`src/rtl/ew_ddr_sched_pkg.sv`:
```
// ============================================================================
// Module : ew_ddr_sched_pkg
// Brief  : Shared widths, FSM state encodings and descriptor type for the
//          event-window DDR scheduler.
// Rev    : 1.0  initial release
// ============================================================================
`default_nettype none

// Defaults apply only when the tracker parameter header has not defined them.
`ifndef EVENT_SIZE_BITS
`define EVENT_SIZE_BITS 16
`endif
`ifndef SPILL_TAG_BITS
`define SPILL_TAG_BITS 20
`endif
`ifndef EW_SCHED_ST_IDLE
`define EW_SCHED_ST_IDLE    3'd0
`define EW_SCHED_ST_LOAD    3'd1
`define EW_SCHED_ST_START   3'd2
`define EW_SCHED_ST_WAIT    3'd3
`define EW_SCHED_ST_ADVANCE 3'd4
`endif

package ew_ddr_sched_pkg;

  localparam int c_size_bits = `EVENT_SIZE_BITS;
  localparam int c_tag_bits  = `SPILL_TAG_BITS;
  localparam int c_desc_bits = 1 + c_size_bits + c_tag_bits + 1;

  typedef enum logic [2:0] {
    ST_IDLE    = `EW_SCHED_ST_IDLE,
    ST_LOAD    = `EW_SCHED_ST_LOAD,
    ST_START   = `EW_SCHED_ST_START,
    ST_WAIT    = `EW_SCHED_ST_WAIT,
    ST_ADVANCE = `EW_SCHED_ST_ADVANCE
  } sched_state_t;

  typedef struct packed {
    logic                   sel;
    logic [c_size_bits-1:0] size;
    logic [c_tag_bits-1:0]  tag;
    logic                   ovfl;
  } ew_desc_t;

endpackage

`default_nettype wire

```
`src/rtl/ew_desc_fifo.sv`:
```
// ============================================================================
// Module : ew_desc_fifo
// Brief  : Two-entry descriptor FIFO; one slot per EW_FIFO bank.
// Rev    : 1.0  initial release
// ============================================================================
`default_nettype none

module ew_desc_fifo
  import ew_ddr_sched_pkg::*;
(
  input  logic                   serdesclk,
  input  logic                   resetn_serdesclk,
  input  logic                   push,
  input  logic [c_desc_bits-1:0] push_data,
  input  logic                   pop,
  output logic [c_desc_bits-1:0] pop_data,
  output logic                   full,
  output logic                   empty
);

  logic [c_desc_bits-1:0] r_mem [2];
  logic                   r_wr_ptr;
  logic                   r_rd_ptr;
  logic [1:0]             r_count;
  logic                   w_push_ok;
  logic                   w_pop_ok;

  assign w_push_ok = push && (r_count != 2'd2);
  assign w_pop_ok  = pop  && (r_count != 2'd0);

  always_ff @(posedge serdesclk or negedge resetn_serdesclk) begin
    if (!resetn_serdesclk) begin
      r_mem[0] <= '0;
      r_mem[1] <= '0;
      r_wr_ptr <= 1'b0;
      r_rd_ptr <= 1'b0;
      r_count  <= 2'd0;
    end else begin
      if (w_push_ok) begin
        r_mem[r_wr_ptr] <= push_data;
        r_wr_ptr        <= ~r_wr_ptr;
      end
      if (w_pop_ok) begin
        r_rd_ptr <= ~r_rd_ptr;
      end
      // Simultaneous push and pop leaves the occupancy unchanged.
      case ({w_push_ok, w_pop_ok})
        2'b10:   r_count <= r_count + 2'd1;
        2'b01:   r_count <= r_count - 2'd1;
        default: r_count <= r_count;
      endcase
    end
  end

  assign pop_data = r_mem[r_rd_ptr];
  assign full     = (r_count == 2'd2);
  assign empty    = (r_count == 2'd0);

endmodule

`default_nettype wire

```
`src/rtl/ew_ddr_sched.sv`:
```
// ============================================================================
// Module : ew_ddr_sched
// Brief  : Queues finished event windows and launches one DDR transfer at a
//          time, advancing a wrapping DDR ring address. Optional WAIT watchdog
//          enabled by defining EW_DDR_TIMEOUT_EN.
// Rev    : 1.0  initial release
// ============================================================================
`default_nettype none

module ew_ddr_sched
  import ew_ddr_sched_pkg::*;
#(
  parameter logic [15:0] TIMEOUT_CYCLES = 16'd50000,
  parameter logic [31:0] DDR_WRAP_BEATS = 32'h0100_0000
) (
  input  logic                   serdesclk,
  input  logic                   resetn_serdesclk,
  input  logic                   ew_done,
  input  logic                   curr_ewfifo_wr,
  input  logic [c_size_bits-1:0] ew_size,
  input  logic [c_tag_bits-1:0]  ew_tag,
  input  logic                   ew_ovfl,
  input  logic                   ddr_done,
  output logic                   axi_start_on_serdesclk,
  output logic                   ewfifo_rd_sel,
  output logic [c_size_bits-1:0] xfer_size,
  output logic [c_tag_bits-1:0]  xfer_tag,
  output logic                   xfer_ovfl,
  output logic [31:0]            ddr_wr_addr,
  output logic                   sched_busy,
  output logic                   queue_full,
  output logic [15:0]            drop_cnt,
  output logic                   timeout_err
);

  sched_state_t r_state;
  sched_state_t w_state_nxt;
  logic         w_pop;
  logic         w_full;
  logic         w_empty;
  logic         w_timeout;
  ew_desc_t     w_push_desc;
  ew_desc_t     w_head;

  logic                   r_axi_start;
  logic                   r_rd_sel;
  logic [c_size_bits-1:0] r_xfer_size;
  logic [c_tag_bits-1:0]  r_xfer_tag;
  logic                   r_xfer_ovfl;
  logic [31:0]            r_ddr_wr_addr;
  logic                   r_sched_busy;
  logic [15:0]            r_drop_cnt;

  logic [32:0] w_size_mod;
  logic [32:0] w_addr_sum;
  logic [31:0] w_addr_nxt;

  assign w_push_desc = '{sel: curr_ewfifo_wr, size: ew_size, tag: ew_tag, ovfl: ew_ovfl};

  ew_desc_fifo u_desc_fifo (
    .serdesclk        (serdesclk),
    .resetn_serdesclk (resetn_serdesclk),
    .push             (ew_done),
    .push_data        (w_push_desc),
    .pop              (w_pop),
    .pop_data         (w_head),
    .full             (w_full),
    .empty            (w_empty)
  );

  always_ff @(posedge serdesclk or negedge resetn_serdesclk) begin
    if (!resetn_serdesclk) begin
      r_state <= ST_IDLE;
    end else begin
      r_state <= w_state_nxt;
    end
  end

  always_comb begin
    w_state_nxt = r_state;
    w_pop       = 1'b0;
    case (r_state)
      ST_IDLE:    if (!w_empty) w_state_nxt = ST_LOAD;
      ST_LOAD: begin
        w_pop       = 1'b1;
        w_state_nxt = ST_START;
      end
      ST_START:   w_state_nxt = ST_WAIT;
      ST_WAIT:    if (ddr_done || w_timeout) w_state_nxt = ST_ADVANCE;
      ST_ADVANCE: w_state_nxt = ST_IDLE;
      default:    w_state_nxt = ST_IDLE;
    endcase
  end

  // Reducing the size first keeps both addends below the ring size, so one
  // conditional subtract on the 33-bit sum yields the exact modulo.
  assign w_size_mod = 33'(r_xfer_size) % {1'b0, DDR_WRAP_BEATS};
  assign w_addr_sum = {1'b0, r_ddr_wr_addr} + w_size_mod;
  assign w_addr_nxt = 32'((w_addr_sum >= {1'b0, DDR_WRAP_BEATS}) ?
                          (w_addr_sum - {1'b0, DDR_WRAP_BEATS}) : w_addr_sum);

  always_ff @(posedge serdesclk or negedge resetn_serdesclk) begin
    if (!resetn_serdesclk) begin
      r_axi_start   <= 1'b0;
      r_rd_sel      <= 1'b0;
      r_xfer_size   <= '0;
      r_xfer_tag    <= '0;
      r_xfer_ovfl   <= 1'b0;
      r_ddr_wr_addr <= 32'd0;
      r_sched_busy  <= 1'b0;
      r_drop_cnt    <= 16'd0;
    end else begin
      r_axi_start <= (r_state == ST_LOAD);
      if (r_state == ST_LOAD) begin
        r_rd_sel     <= w_head.sel;
        r_xfer_size  <= w_head.size;
        r_xfer_tag   <= w_head.tag;
        r_xfer_ovfl  <= w_head.ovfl;
        r_sched_busy <= 1'b1;
      end
      if (r_state == ST_ADVANCE) begin
        r_ddr_wr_addr <= w_addr_nxt;
        r_sched_busy  <= 1'b0;
      end
      if (ew_done && w_full && (r_drop_cnt != 16'hFFFF)) begin
        r_drop_cnt <= r_drop_cnt + 16'd1;
      end
    end
  end

`ifdef EW_DDR_TIMEOUT_EN
  logic [15:0] r_wait_cnt;
  logic        r_timeout_err;

  assign w_timeout = (r_state == ST_WAIT) && !ddr_done &&
                     (r_wait_cnt == (TIMEOUT_CYCLES - 16'd1));

  always_ff @(posedge serdesclk or negedge resetn_serdesclk) begin
    if (!resetn_serdesclk) begin
      r_wait_cnt    <= 16'd0;
      r_timeout_err <= 1'b0;
    end else begin
      if (r_state == ST_START) begin
        r_wait_cnt <= 16'd0;
      end else if (r_state == ST_WAIT) begin
        r_wait_cnt <= r_wait_cnt + 16'd1;
      end
      if (w_timeout) begin
        r_timeout_err <= 1'b1;
      end
    end
  end

  assign timeout_err = r_timeout_err;
`else
  logic w_unused_timeout_cycles;

  assign w_unused_timeout_cycles = ^TIMEOUT_CYCLES;
  assign w_timeout               = 1'b0;
  assign timeout_err             = 1'b0;
`endif

  assign axi_start_on_serdesclk = r_axi_start;
  assign ewfifo_rd_sel          = r_rd_sel;
  assign xfer_size              = r_xfer_size;
  assign xfer_tag               = r_xfer_tag;
  assign xfer_ovfl              = r_xfer_ovfl;
  assign ddr_wr_addr            = r_ddr_wr_addr;
  assign sched_busy             = r_sched_busy;
  assign queue_full             = w_full;
  assign drop_cnt               = r_drop_cnt;

endmodule

`default_nettype wire

```
`config.mk`:
```
export PLATFORM = sky130hd
export DESIGN_NAME = ew_ddr_sched
export DESIGN_NICKNAME = d
export VERILOG_FILES = /design/src/rtl/ew_ddr_sched_pkg.sv /design/src/rtl/ew_desc_fifo.sv /design/src/rtl/ew_ddr_sched.sv
export SDC_FILE = /design/constraint.sdc
export NUM_CORES = 1
export LEC_CHECK = 0
export BUFFER_PORTS_ARGS = -buffer_cell sky130_fd_sc_hd__clkbuf_2
export CAP_MARGIN = 40
export CORE_MARGIN = 2
export CORE_UTILIZATION = 57
export DETAILED_ROUTE_END_ITERATION = 10
export PLACE_DENSITY_LB_ADDON = 0.15
export SLEW_MARGIN = 25
export SYNTH_ARGS = -nofsm -noshare
export SYNTH_HDL_FRONTEND = slang
export SYNTH_SLANG_ARGS = --single-unit
```
`constraint.sdc`:
```
create_clock -name serdesclk -period 3.2 [get_ports serdesclk]
set_input_delay 0.48 -clock serdesclk [delete_from_list [all_inputs] [get_ports serdesclk]]
set_output_delay 0.48 -clock serdesclk [all_outputs]
set_load 0.02 [all_outputs]
```
* Word level (Yosys, flattened, before mapping) *
Index checks and enable logic that the tools add are counted.

word-level totals
  word-level logic and storage cells = 63
  input port bits = 42
  output and inout port bits = 90
  register bits = 171

operators by class
  mux-type cells = 14
  bitwise logic cells = 4
  reduce and logical (&&, ||, !) cells = 11
  eq/ne operators = 11
  add/sub/neg operators = 5
  magnitude comparators = 4

operator list
  cell                                                    count
  two-way mux 38 bit                                      4
  bitwise mux 76 bit                                      1
  demux 38 bit (select 1 bit)                             1
  adder 32 x 16 -> 33 bit                                 1
  >= comparator 33 x 25 -> 1 bit (second input constant)  1
  two-way mux 32 bit                                      1
  subtractor 32 x 25 -> 32 bit (second input constant)    1
  adder 16 x 1 -> 16 bit (second input constant)          1
  inequality test 16 bit (second input constant)          1
  case mux 3 bit (4 select lines)                         1
  equality test 3 x 2 -> 1 bit (second input constant)    2
  two-way mux 3 bit                                       2
  inequality test 2 bit (second input constant)           3
  nonzero test 2 bit                                      3
  logical AND 1 bit                                       5
  equality test 2 bit (second input constant)             2
  >= comparator 2 bit (second input constant)             2
  NOT 1 -> 2 bit                                          2
  case mux 2 bit (2 select lines)                         1
  equality test 3 x 1 -> 1 bit (second input constant)    1
  equality test 3 bit (second input constant)             1
  zero test 3 bit                                         1
  two-way mux 1 bit                                       3
  adder 2 x 1 -> 2 bit (second input constant)            1
  other kinds (6)                                         7

* Logic depth before layout (Yosys ltp) *
Gate-level depths: netlist of the first run.

  word-level depth = 6
  mapped depth = 11
  mapped depth without buffers = 11

* By module *
Synthesis of the first run repeated with hierarchy kept, for this count alone.

unflattened totals
  cells, all modules = 701
  area total of the unflattened synthesis = 8640.8 um^2

by module, submodules not included
  module        times used  cells an instance  area each (um^2)  seq. area each (um^2)
  ew_ddr_sched  1           481                5048.6            2277.2
  ew_desc_fifo  1           220                3592.2            2001.9

* Worst setup path after synthesis of the first run *
Ideal clock, no wire load.

  kind = reg2reg
  start point = register r_xfer_size[0] (netlist: xfer_size[0])
  end point = register r_ddr_wr_addr[26] (netlist: ddr_wr_addr[26])
  required time = 3.075 ns
  setup time = 0.125 ns
  buffers on the path = 0
  path slack = 0.070 ns
  arrival time = 3.006 ns
  stages on the path, launching flop included = 12
  period minus slack after synthesis = 3.130 ns
  cell sequence = dfrtp_1 > ha_1 > fa_1 > a211oi_1 > o211ai_1 > and2_1 > o211ai_4 > xor2_4 > nand3_4 > and4bb_4 > nor2_1 > mux2_2

between the ends
  word-level cells in the longest chain between the ends = 3
  elaborated cells on any way between the ends = 4
  classes of those cells = add/sub (2); order compare (1); mux (1)

RTL lines
  what                                                                            line                                     text
  start: declaration                                                              ew_ddr_sched.sv:47                       logic [c_size_bits-1:0] r_xfer_size;
  start signal: assignment                                                        ew_ddr_sched.sv:116                      r_xfer_size <= w_head.size;
  adder 32 x 16 -> 33 bit (*)                                                     ew_ddr_sched.sv:98                       assign w_addr_sum = {1'b0, r_ddr_wr_addr} + w_size_mod;
  subtractor 32 x 25 -> 32 bit or >= comparator 33 x 25 -> 1 bit (tied branches)  ew_ddr_sched.sv:100, ew_ddr_sched.sv:99
  two-way mux 32 bit (*)                                                          ew_ddr_sched.sv:99                       assign w_addr_nxt = 32'((w_addr_sum >= {1'b0, DDR_WRAP_BEATS}) ?
  end signal: assignment                                                          ew_ddr_sched.sv:122                      r_ddr_wr_addr <= w_addr_nxt;
  end: declaration                                                                ew_ddr_sched.sv:50                       logic [31:0] r_ddr_wr_addr;

Every way passes the cells marked *; elsewhere a longest branch is shown, timed or not.
A chain may end at the register's enable or synchronous reset.

* Worst setup path after layout of the first run *
Same ends and word-level chain as after synthesis.

==> impl_metrics.env, run 1 <==
export IMPL_power_switching_uw=4320
export IMPL_cp_arrival_ps=3340
export IMPL_gp_congestion=0.896
export IMPL_clockBufferDepth=2
export IMPL_antenna_found_initial=0
export IMPL_drc=0
export IMPL_ys_top_cells_by_area="dfrtp_1 53%, mux2_2 11%, mux2i_1 4.9%"
export IMPL_ant_nets=0
export IMPL_reg2reg_depth=11
export IMPL_endpoint_kind="flip-flop"
export IMPL_p_comb_frac=0.445
export IMPL_p_seq_frac=0.362
export IMPL_seq_area_frac_synth=0.532
export IMPL_wl_met3_um=921
export IMPL_cts_num_sinks=171
export IMPL_p_leak_uw=0.00444
export IMPL_die_w_um=123
export IMPL_grt_max_degree=79
export IMPL_ios=132
export IMPL_skew_ps=6.04
export IMPL_synth_edf_count=0
export IMPL_worst_pin_slew_ps=791
export IMPL_start_kind="flip-flop"
export IMPL_synth_seq_cells=171
export IMPL_drt_pass1_iter_count=4
export IMPL_finalHoldViolCount=0
export IMPL_dr_first_iter_drc_count=283
export IMPL_max_slew_margin=0.473
export IMPL_peakVddDrop_v=0.000534
export IMPL_fmax_mhz=330
export IMPL_synth_ff_type="dfrtp_1"
export IMPL_synth_distinct_cells=58
export IMPL_p_per_area_nw_per_um2=1130
export IMPL_netlist_area_um2=8040
export IMPL_rows=43
export IMPL_yosys_cell_count_top_type="dfrtp_1"
export IMPL_placed_area_um2=8920
export IMPL_yosys_area_top_type="dfrtp_1"
export IMPL_fin_nets=891
export IMPL_rrSetupSlack_ps=170
export IMPL_wire_per_inst_um=16.7
export IMPL_fin_tns_setup_ps=0
export IMPL_initial_core_util=0.581
export IMPL_n_antenna_cell=0
export IMPL_top_layer_used="met4"
export IMPL_period_minus_slack_ps=3030
export IMPL_ys_top_cells_by_count="171 x dfrtp_1, 78 x mux2_2, 64 x nor2_1, 58 x a21oi_1, 47 x nand2_1"
export IMPL_p_sw_frac=0.402
export IMPL_fillers=1046
export IMPL_clock_latency_ps=430
export IMPL_period_share=0.948
export IMPL_routed_wl_mm=17.0
export IMPL_drv_slew=0
export IMPL_h_tree_depth=4
export IMPL_portBuffers=130
export IMPL_wl_met1_mm=7.32
export IMPL_r2r_start="xfer_size[0]"
export IMPL_cp_max_fo=8
export IMPL_pwr_share_clk=0.193
export IMPL_die_area_um2=15100
export IMPL_viasPerCell=5.60
export IMPL_cts_buffers=17
export IMPL_design_area_um2=9550
export IMPL_die_h_um=123
export IMPL_p_int_uw=6440
export IMPL_reg2reg_to="ddr_wr_addr[26]"
export IMPL_status="finished, final reports clean"
export IMPL_setup_viol=0
export IMPL_maxCapViolCount=0
export IMPL_grt_overflow=0
export IMPL_synth_avg_cell_area_um2=11.5
export IMPL_synth_nets=759
export IMPL_drive_above_1_share=0.324
export IMPL_cp_required_ps=3510
export IMPL_holdWs_ps=48.9
export IMPL_synthCells=698
export IMPL_num_vias=5732
export IMPL_rsz0062_at_grt="false"
export IMPL_clk_pin_slew_ps=70
export IMPL_area_growth_pct=18.8
export IMPL_grt_pass1_vias=5835
export IMPL_dp_hpwl_mm=12.0
export IMPL_synth_top_area_frac=0.532
export IMPL_total_power_uw=10800
export IMPL_clockRootBuffer="clkbuf_16"
export IMPL_grt_first_pass_wirelength_mm=28.2
export IMPL_synthArstFlopShare=1.00
export IMPL_hold_path_class="in2async"
export IMPL_path_class="reg2reg"
export IMPL_wl_met2_mm=8.54
export IMPL_track_usage=0.241
export IMPL_core_um2=13800
export IMPL_cts_tree="done"
export IMPL_yosysWarnings=0
==> registers in the layout, indices dropped and copies added (netlist names) <==
name,count
axi_start_on_serdesclk,1
ddr_wr_addr,32
drop_cnt,16
ewfifo_rd_sel,1
r_state,3
sched_busy,1
u_desc_fifo.r_count,2
u_desc_fifo.r_mem,76
u_desc_fifo.r_rd_ptr,1
u_desc_fifo.r_wr_ptr,1
xfer_ovfl,1
xfer_size,16
xfer_tag,20
==> repair_timing <==
action,4_1_cts,5_1_grt
endpoints found under the setup margin,2,6
pin swaps,0,4
buffers inserted,0,2
hold buffers,0,0
resized for setup,1,2
cloned,0,0
==> per-layer routing <==
| layer | global-route usage | vias up |
|---|---|---|
| met5 | 0 | - |
| met1 | 0.303 | 2848 |
| met2 | 0.404 | 129 |
| met4 | 0.0819 | 0 |
| met3 | 0.0627 | 19 |
| li1 | - | 2736 |
==> worst max-delay path by stage <==
| stage | from | end | slack (ps) | cells after the start |
|---|---|---|---|---|
| 2_1_floorplan | xfer_size[0] | ddr_wr_addr[26] | 70 | 11 |
| 3_3_place_gp | xfer_size[0] | ddr_wr_addr[26] | 80 | 11 |
| 3_5_place_dp | xfer_size[0] | ddr_wr_addr[26] | 3 | 11 |
| 4_1_cts | xfer_size[0] | ddr_wr_addr[26] | 50 | 11 |
| 5_1_grt | xfer_size[2] | ddr_wr_addr[28] | 20 | 11 |
| 6_report | xfer_size[0] | ddr_wr_addr[26] | 170 | 11 |
==> logic make-up after synthesis <==
group | after synthesis | share of synthesized area
DFF | 171 | 0.532
adders and majority gates | 19 | 0.0305
AOI/OAI and AO/OA | 132 | 0.103
other | 1 | 0.000466
muxes | 117 | 0.158
xor gates and xnor gates | 49 | 0.0566
and+or+nand+nor | 173 | 0.102
buffers and inverters | 36 | 0.0173
==> metrics by stage <==
stage	utilization	setup slack, ps	cells
finish	0.691	166	1023
global route	0.691	15.3	1023
CTS	0.689	46.2	1021
detailed placement	0.645	3.13	989
global placement	0.645	78.5	989
floorplan	-	69.6	698
==> cells in the final DEF (no fill, tap or decap), types with 9 or more instances in the layout <==
master | Yosys | final
nand2_1 | 47 | 47
buf_4 | 1 | 11
clkbuf_16 | 0 | 17
and3_1 | 10 | 10
mux2i_1 | 39 | 39
ha_1 | 18 | 18
nand3_1 | 16 | 15
mux2_2 | 78 | 78
xnor2_1 | 29 | 29
nor2_1 | 64 | 63
xor2_1 | 18 | 18
clkbuf_2 | 0 | 129
a21oi_1 | 58 | 58
a21o_1 | 9 | 9
o21ai_0 | 24 | 24
dfrtp_1 | 171 | 170
==> power by group through the flow <==
stage / clock network [uW] / registers, uW / logic, uW
floorplan: 0 / 4160 / 3130
finish: 2080 / 3890 / 4790
CTS: 2110 / 3900 / 4790
global placement: 0 / 3840 / 4640
global route: 2210 / 4030 / 5310
detailed placement: 0 / 3930 / 4750
==> cell type report <==
| cell class | instances | area, um2 | area share |
|---|---|---|---|
| sequential | 171 | 4280 | 0.448 |
| multi-input combinational | 491 | 3660 | 0.383 |
| timing repair buffer | 142 | 759 | 0.0795 |
| clock buffer | 18 | 439 | 0.0460 |
| tap | 180 | 225 | 0.0236 |
| clock inverter | 14 | 163 | 0.0170 |
| inverter | 7 | 26.3 | 0.00275 |
==> worst max-delay path, cell delays in order, from the launching register on <==
cell,delay (ps)
dfrtp_1,400
ha_1,250
fa_2,390
a211oi_2,230
o211ai_1,120
and2_1,210
o211ai_4,260
xor2_4,220
nand3_4,140
and4bb_4,400
nor2_1,40
mux2_2,260
(Power assumes the default switching activity.)
==> run 2: changes to the inputs <==
--- a/config.mk
+++ b/config.mk
@@ -5,6 +5,7 @@
 export SDC_FILE = /design/constraint.sdc
 export NUM_CORES = 1
 export LEC_CHECK = 0
+export ABC_AREA = 1
 export BUFFER_PORTS_ARGS = -buffer_cell sky130_fd_sc_hd__clkbuf_2
 export CAP_MARGIN = 40
 export CORE_MARGIN = 2
==> run 2 against run 1 <==
- synthesized cell count rose by 64%
- critical path depth rose by 5
- maximum frequency rose by 17%
- register-to-register slack improved by 430 ps
- utilization fell by 1.2 points
- global-route usage rose by 1.5 points
- die area rose by 9.7%
- sequential power fell by 6.7%
- worst setup slack improved by 430 ps
- final cell count rose by 44%
- total power fell by 11%
- non-clock buffer count rose by 1
- largest power group unchanged
==> impl_metrics.env, run 2 <==
export IMPL_die_area_um2=16500
export IMPL_period_minus_slack_ps=2600
export IMPL_p_leak_uw=0.00550
export IMPL_area_growth_pct=16.5
export IMPL_ys_top_cells_by_area="dfrtp_1 48%, nand2_1 16%, o21ai_0 10%"
export IMPL_drt_pass1_iter_count=5
export IMPL_yosysWarnings=0
export IMPL_max_slew_margin=0.517
export IMPL_rows=45
export IMPL_synth_avg_cell_area_um2=7.72
export IMPL_cts_buffers=17
export IMPL_drive_above_1_share=0.170
export IMPL_drc=0
export IMPL_endpoint_kind="flip-flop"
export IMPL_core_um2=15200
export IMPL_synthArstFlopShare=1.00
export IMPL_clock_latency_ps=430
export IMPL_grt_overflow=0
export IMPL_setup_viol=0
export IMPL_post_cts_buffers=0
export IMPL_post_cts_resized=0
export IMPL_reg2reg_depth=16
export IMPL_cp_required_ps=3510
export IMPL_fin_nets=1330
export IMPL_ys_top_cells_by_count="373 x nand2_1, 177 x o21ai_0, 171 x dfrtp_1, 156 x inv_1, 49 x nand3_1"
export IMPL_yosys_area_top_type="dfrtp_1"
export IMPL_rsz0062_at_grt="false"
export IMPL_final_common_cell="nand2_1"
export IMPL_portBuffers=130
export IMPL_synth_ff_type="dfrtp_1"
export IMPL_gp_congestion=0.954
export IMPL_finalHoldViolCount=0
export IMPL_initial_core_util=0.582
export IMPL_wire_per_inst_um=13.4
export IMPL_synthCells=1147
export IMPL_fmax_mhz=385
export IMPL_ios=132
export IMPL_synth_top_area_frac=0.483
export IMPL_design_area_um2=10300
export IMPL_netlist_area_um2=8850
export IMPL_grt_max_degree=80
export IMPL_skew_ps=6.98
export IMPL_hold_path_class="in2async"
export IMPL_p_per_area_nw_per_um2=930
export IMPL_die_w_um=129
export IMPL_synth_distinct_cells=34
export IMPL_antenna_found_initial=0
export IMPL_period_share=0.812
export IMPL_die_h_um=129
export IMPL_top_register="u_desc_fifo.r_mem"
export IMPL_synth_edf_count=0
export IMPL_reg2reg_to="ddr_wr_addr[28]"
export IMPL_dr_first_iter_drc_count=472
export IMPL_clockBufferDepth=2
export IMPL_r2r_start="xfer_size[0]"
export IMPL_clockRootBuffer="clkbuf_16"
export IMPL_peakVddDrop_v=0.000565
export IMPL_start_kind="flip-flop"
export IMPL_drv_slew=0
export IMPL_synth_seq_cells=171
export IMPL_grt_pass1_vias=7051
export IMPL_grt_first_pass_wirelength_mm=33.8
export IMPL_cts_tree="done"
export IMPL_status="finished, final reports clean"
export IMPL_yosys_cell_count_top_type="nand2_1"
export IMPL_layout_common_cells="373 x nand2_1, 177 x o21ai_0, 170 x dfrtp_1, 156 x inv_1, 129 x clkbuf_2"
export IMPL_track_usage=0.256
export IMPL_rrSetupSlack_ps=600
export IMPL_maxCapViolCount=0
export IMPL_dp_hpwl_mm=14.1
export IMPL_placed_area_um2=9690
export IMPL_n_antenna_cell=0
export IMPL_fin_tns_setup_ps=0
export IMPL_routed_wl_mm=19.7
export IMPL_holdBufCountCts=0
export IMPL_synth_nets=1208
export IMPL_h_tree_depth=4
export IMPL_cts_num_sinks=171
export IMPL_largest_register_ffs=76
export IMPL_cp_arrival_ps=2910
export IMPL_num_vias=7535
export IMPL_clk_pin_slew_ps=70
export IMPL_worst_pin_slew_ps=725
export IMPL_holdWs_ps=87.2
export IMPL_seq_area_frac_synth=0.483
export IMPL_viasPerCell=5.13
export IMPL_ant_nets=0
export IMPL_cp_max_fo=7
export IMPL_path_class="reg2reg"
-- run 2: cell count changes in the layout (fill, tap and decap cells not counted), sizes merged, moves of 8 or more --
cell and delta:
inv +156, nand2 +337, a21o -8, nor2 -16, nand3 +35, o21ai +155, and3 -10, mux2i -39
xnor2 -11, mux2 -78, a21oi -48
-- run 2: cell type report --
class / count / area [um2]
well taps: 188 / 235
flip-flops and latches: 171 / 4280
clock buffers: 19 / 443
multi-input cells: 772 / 3800
repair buffers: 143 / 779
clock inverters: 13 / 160
inverters: 164 / 616
fillers: 1337 / 4890
-- run 2: kinds of logic after synthesis --
kind of cell | synth area share
and+or+nand+nor | 0.247
adders and majority gates | 0.0277
DFF | 0.483
xor gates and xnor gates | 0.0376
buffers and inverters | 0.0876
AOI/OAI and AO/OA | 0.116
other | 0.000424
-- run 2: worst max path at each step --
stage	startpoint	end	slack, ps	cells after the start
after detailed placement	xfer_size[0]	ddr_wr_addr[28]	590	16
after global placement	xfer_size[0]	ddr_wr_addr[28]	700	16
after CTS	xfer_size[0]	ddr_wr_addr[28]	570	16
after global routing	xfer_size[0]	ddr_wr_addr[31]	300	18
after floorplan	xfer_size[0]	ddr_wr_addr[31]	830	18
final	xfer_size[0]	ddr_wr_addr[28]	600	16
-- run 2: metrics by stage --
step | util | setup WS [ps] | power, uW | instances
finish | 0.679 | 601 | 9590 | 1470
CTS | 0.677 | 573 | 9650 | 1469
global placement | 0.638 | 696 | 7400 | 1437
detailed placement | 0.638 | 589 | 7510 | 1437
floorplan | - | 829 | 6340 | 1147
global route | 0.679 | 295 | 10400 | 1470
-- run 2: critical path: stages, from the launching register on --
cell,delay [ps]
dfrtp_1,390
ha_1,240
fa_1,460
nand3_1,130
nand3_2,110
nand3_1,90
nand3_1,170
nand2_1,130
nand2_1,60
nand2_1,50
nand2_1,80
inv_1,90
nand2_1,80
nor2_2,140
nand2_2,120
nand3_1,100
o21ai_1,60
-- run 2: where the power goes --
group / internal (uW) / switching, uW
Sequential: 3020 / 610
Clock: 1190 / 905
Combinational: 1360 / 2500
Total: 5570 / 4020
-- run 2: routing by layer --
metal	track usage	routed length (um)	vias to the layer above
met5	0	0	-
met2	0.411	9190	177
li1	-	-	3842
met3	0.0528	1020	21
met4	0.0703	243	0
met1	0.358	9260	3495
==> run 3: changes to the inputs <==
--- a/config.mk
+++ b/config.mk
@@ -9,7 +9,7 @@
 export BUFFER_PORTS_ARGS = -buffer_cell sky130_fd_sc_hd__clkbuf_2
 export CAP_MARGIN = 40
 export CORE_MARGIN = 2
-export CORE_UTILIZATION = 57
+export CORE_UTILIZATION = 52
 export DETAILED_ROUTE_END_ITERATION = 10
 export PLACE_DENSITY_LB_ADDON = 0.15
 export SLEW_MARGIN = 25
==> constraint.sdc (replaced) <==
create_clock -name serdesclk -period 2.1 [get_ports serdesclk]
set_input_delay 0.315 -clock serdesclk [delete_from_list [all_inputs] [get_ports serdesclk]]
set_output_delay 0.315 -clock serdesclk [all_outputs]
set_load 0.02 [all_outputs]
==> run 3 against run 2 <==
- the run now ends with setup timing left
- total power grew 71%
- flip-flop and latch count stayed put
- clock power grew 60%
- routed wire length is 10% higher
- sequential share of layout area down 4.3 points
- first-iteration DRC count shrank 2.3%
- non-clock buffer count up 87
- die area up 9.3%
- critical path type unchanged
- critical endpoint is now ddr_wr_addr[31]
- highest routed layer unchanged
==> impl_metrics.env, run 3 (same netlist as run 2, synthesis figures left out) <==
export IMPL_clockBufferDepth=2
export IMPL_endpoint_kind="flip-flop"
export IMPL_clk_pin_slew_ps=80
export IMPL_worst_pin_slew_ps=568
export IMPL_grt_pass1_vias=7504
export IMPL_drive_above_1_share=0.275
export IMPL_top_register="u_desc_fifo.r_mem"
export IMPL_p_leak_uw=0.00607
export IMPL_routed_wl_mm=21.7
export IMPL_design_area_um2=11500
export IMPL_grt_overflow=0
export IMPL_fin_tns_setup_ps=-1550
export IMPL_grt_first_pass_wirelength_mm=36.6
export IMPL_die_area_um2=18100
export IMPL_h_tree_depth=4
export IMPL_final_util=0.695
export IMPL_die_h_um=134
export IMPL_dr_first_iter_drc_count=461
export IMPL_clock_latency_ps=440
export IMPL_rsz0062_at_grt="true"
export IMPL_p_per_area_nw_per_um2=1420
export IMPL_n_antenna_cell=0
export IMPL_final_common_cell="nand2_1"
export IMPL_num_vias=7918
export IMPL_period_minus_slack_ps=2300
export IMPL_cp_arrival_ps=2630
export IMPL_antenna_found_initial=0
export IMPL_violations="setup timing"
export IMPL_max_slew_margin=0.621
export IMPL_drt_pass1_iter_count=5
export IMPL_finalHoldViolCount=0
export IMPL_setup_ws_ps=-198
export IMPL_largest_register_ffs=76
export IMPL_track_usage=0.254
export IMPL_total_power_uw=16400
export IMPL_layout_common_cells="353 x nand2_1, 175 x o21ai_0, 167 x dfrtp_1, 155 x inv_1, 129 x clkbuf_2"
export IMPL_path_class="reg2reg"
export IMPL_cts_tree="done"
export IMPL_initial_core_util=0.534
export IMPL_ios=132
export IMPL_ant_nets=0
export IMPL_skew_ps=15.2
export IMPL_clockRootBuffer="clkbuf_16"
export IMPL_viasPerCell=4.98
export IMPL_peakVddDrop_v=0.000837
export IMPL_setup_viol=10
export IMPL_grt_max_degree=79
export IMPL_status="finished with violations"
export IMPL_drv_slew=0
export IMPL_startpoint="ddr_wr_addr[0]"
export IMPL_r2r_start="ddr_wr_addr[0]"
export IMPL_holdWs_ps=115
export IMPL_fmax_mhz=435
export IMPL_drc=0
export IMPL_fin_nets=1417
export IMPL_hold_start="ew_tag[8]"
export IMPL_gp_congestion=0.905
export IMPL_die_w_um=134
export IMPL_hold_path_class="in2reg"
export IMPL_wire_per_inst_um=13.6
export IMPL_dp_hpwl_mm=15.1
export IMPL_cp_required_ps=2430
export IMPL_rows=47
export IMPL_core_um2=16600
export IMPL_cp_max_fo=4
export IMPL_start_kind="flip-flop"
export IMPL_period_share=1.09
export IMPL_cts_buffers=17
export IMPL_cts_num_sinks=171
export IMPL_portBuffers=130
export IMPL_area_growth_pct=30.3
export IMPL_maxCapViolCount=0
export IMPL_placed_area_um2=10400
run 3: cell types whose count changed in the layout (fill, tap and decap cells not counted), sizes merged:
cell         before  now
buf              14  100
bufinv            2    3
clkinv            3    5
clkinvlp          4    0
dlygate4sd3       0    1
inv             168  169
run 3: critical path, cell delays in order (launching register included):
cell	delay, ps
dfrtp_2	430
ha_4	170
fa_2	390
nand3_2	90
nand3_4	90
nand3_2	100
nand3_4	70
nand2_2	80
nand2_1	60
nand2_1	80
nand2_2	80
inv_2	80
nand2_4	70
nor2_4	120
nand2_2	60
nand2_1	50
nand2_1	60
nand2_1	70
nand2_1	50
run 3: final cells by class:
type	instances	area (um2)
Clock inverter	13	183
Sequential cell	171	4280
Multi-Input combinational cell	772	4260
Tap cell	220	275
Clock buffer	19	443
Timing Repair Buffer	230	1470
Inverter	164	616
Fill cell	1419	5050
run 3: layer usage:
metal	routed length, um	part of all wire	global-route usage	up-vias
met5	0	0	0	-
met4	425	0.020	0.0813	0
met3	1020	0.047	0.0526	38
met2	10300	0.47	0.407	207
met1	9940	0.46	0.348	3638
li1	-	-	-	4035
run 3: through the flow:
step           setup WS, ps  std cells
3_5_place_dp           -258       1545
3_3_place_gp           -253       1545
6_report               -198       1589
2_1_floorplan         -75.3       1147
5_1_grt                -313       1589
4_1_cts                -121       1583
run 3: final timing paths:
check / endpoint / slack (ps) / cells past startpoint
worst max-delay path: ddr_wr_addr[31] / -200 / 18
worst min-delay path: u_desc_fifo.r_mem[47] / 120 / 3
worst max register to register: ddr_wr_addr[31] / -200 / 18
worst min register to register: u_desc_fifo.r_mem[59] / 480 / 2
max in group asynchronous: ddr_wr_addr[17] / 1030 / 3
min in group asynchronous: ewfifo_rd_sel / 390 / 2
run 3: report_power, final:
group	leakage (uW)	switching, uW	total, uW	internal [uW]
clock	0.000309	1410	3350	1940
combinational	0.00361	4270	7480	3200
sequential	0.00215	952	5560	4610
total	0.00607	6630	16400	9760
run 3: repair_timing:
| action | CTS | global route |
|---|---|---|
| hold buffers | 1 | 0 |
| setup buffers | 5 | 6 |
| pin swaps | 15 | 11 |
| endpoints found under the setup margin | 10 | 16 |
| hold endpoints to repair | 46 | 0 |
| gates resized for setup | 48 | 30 |
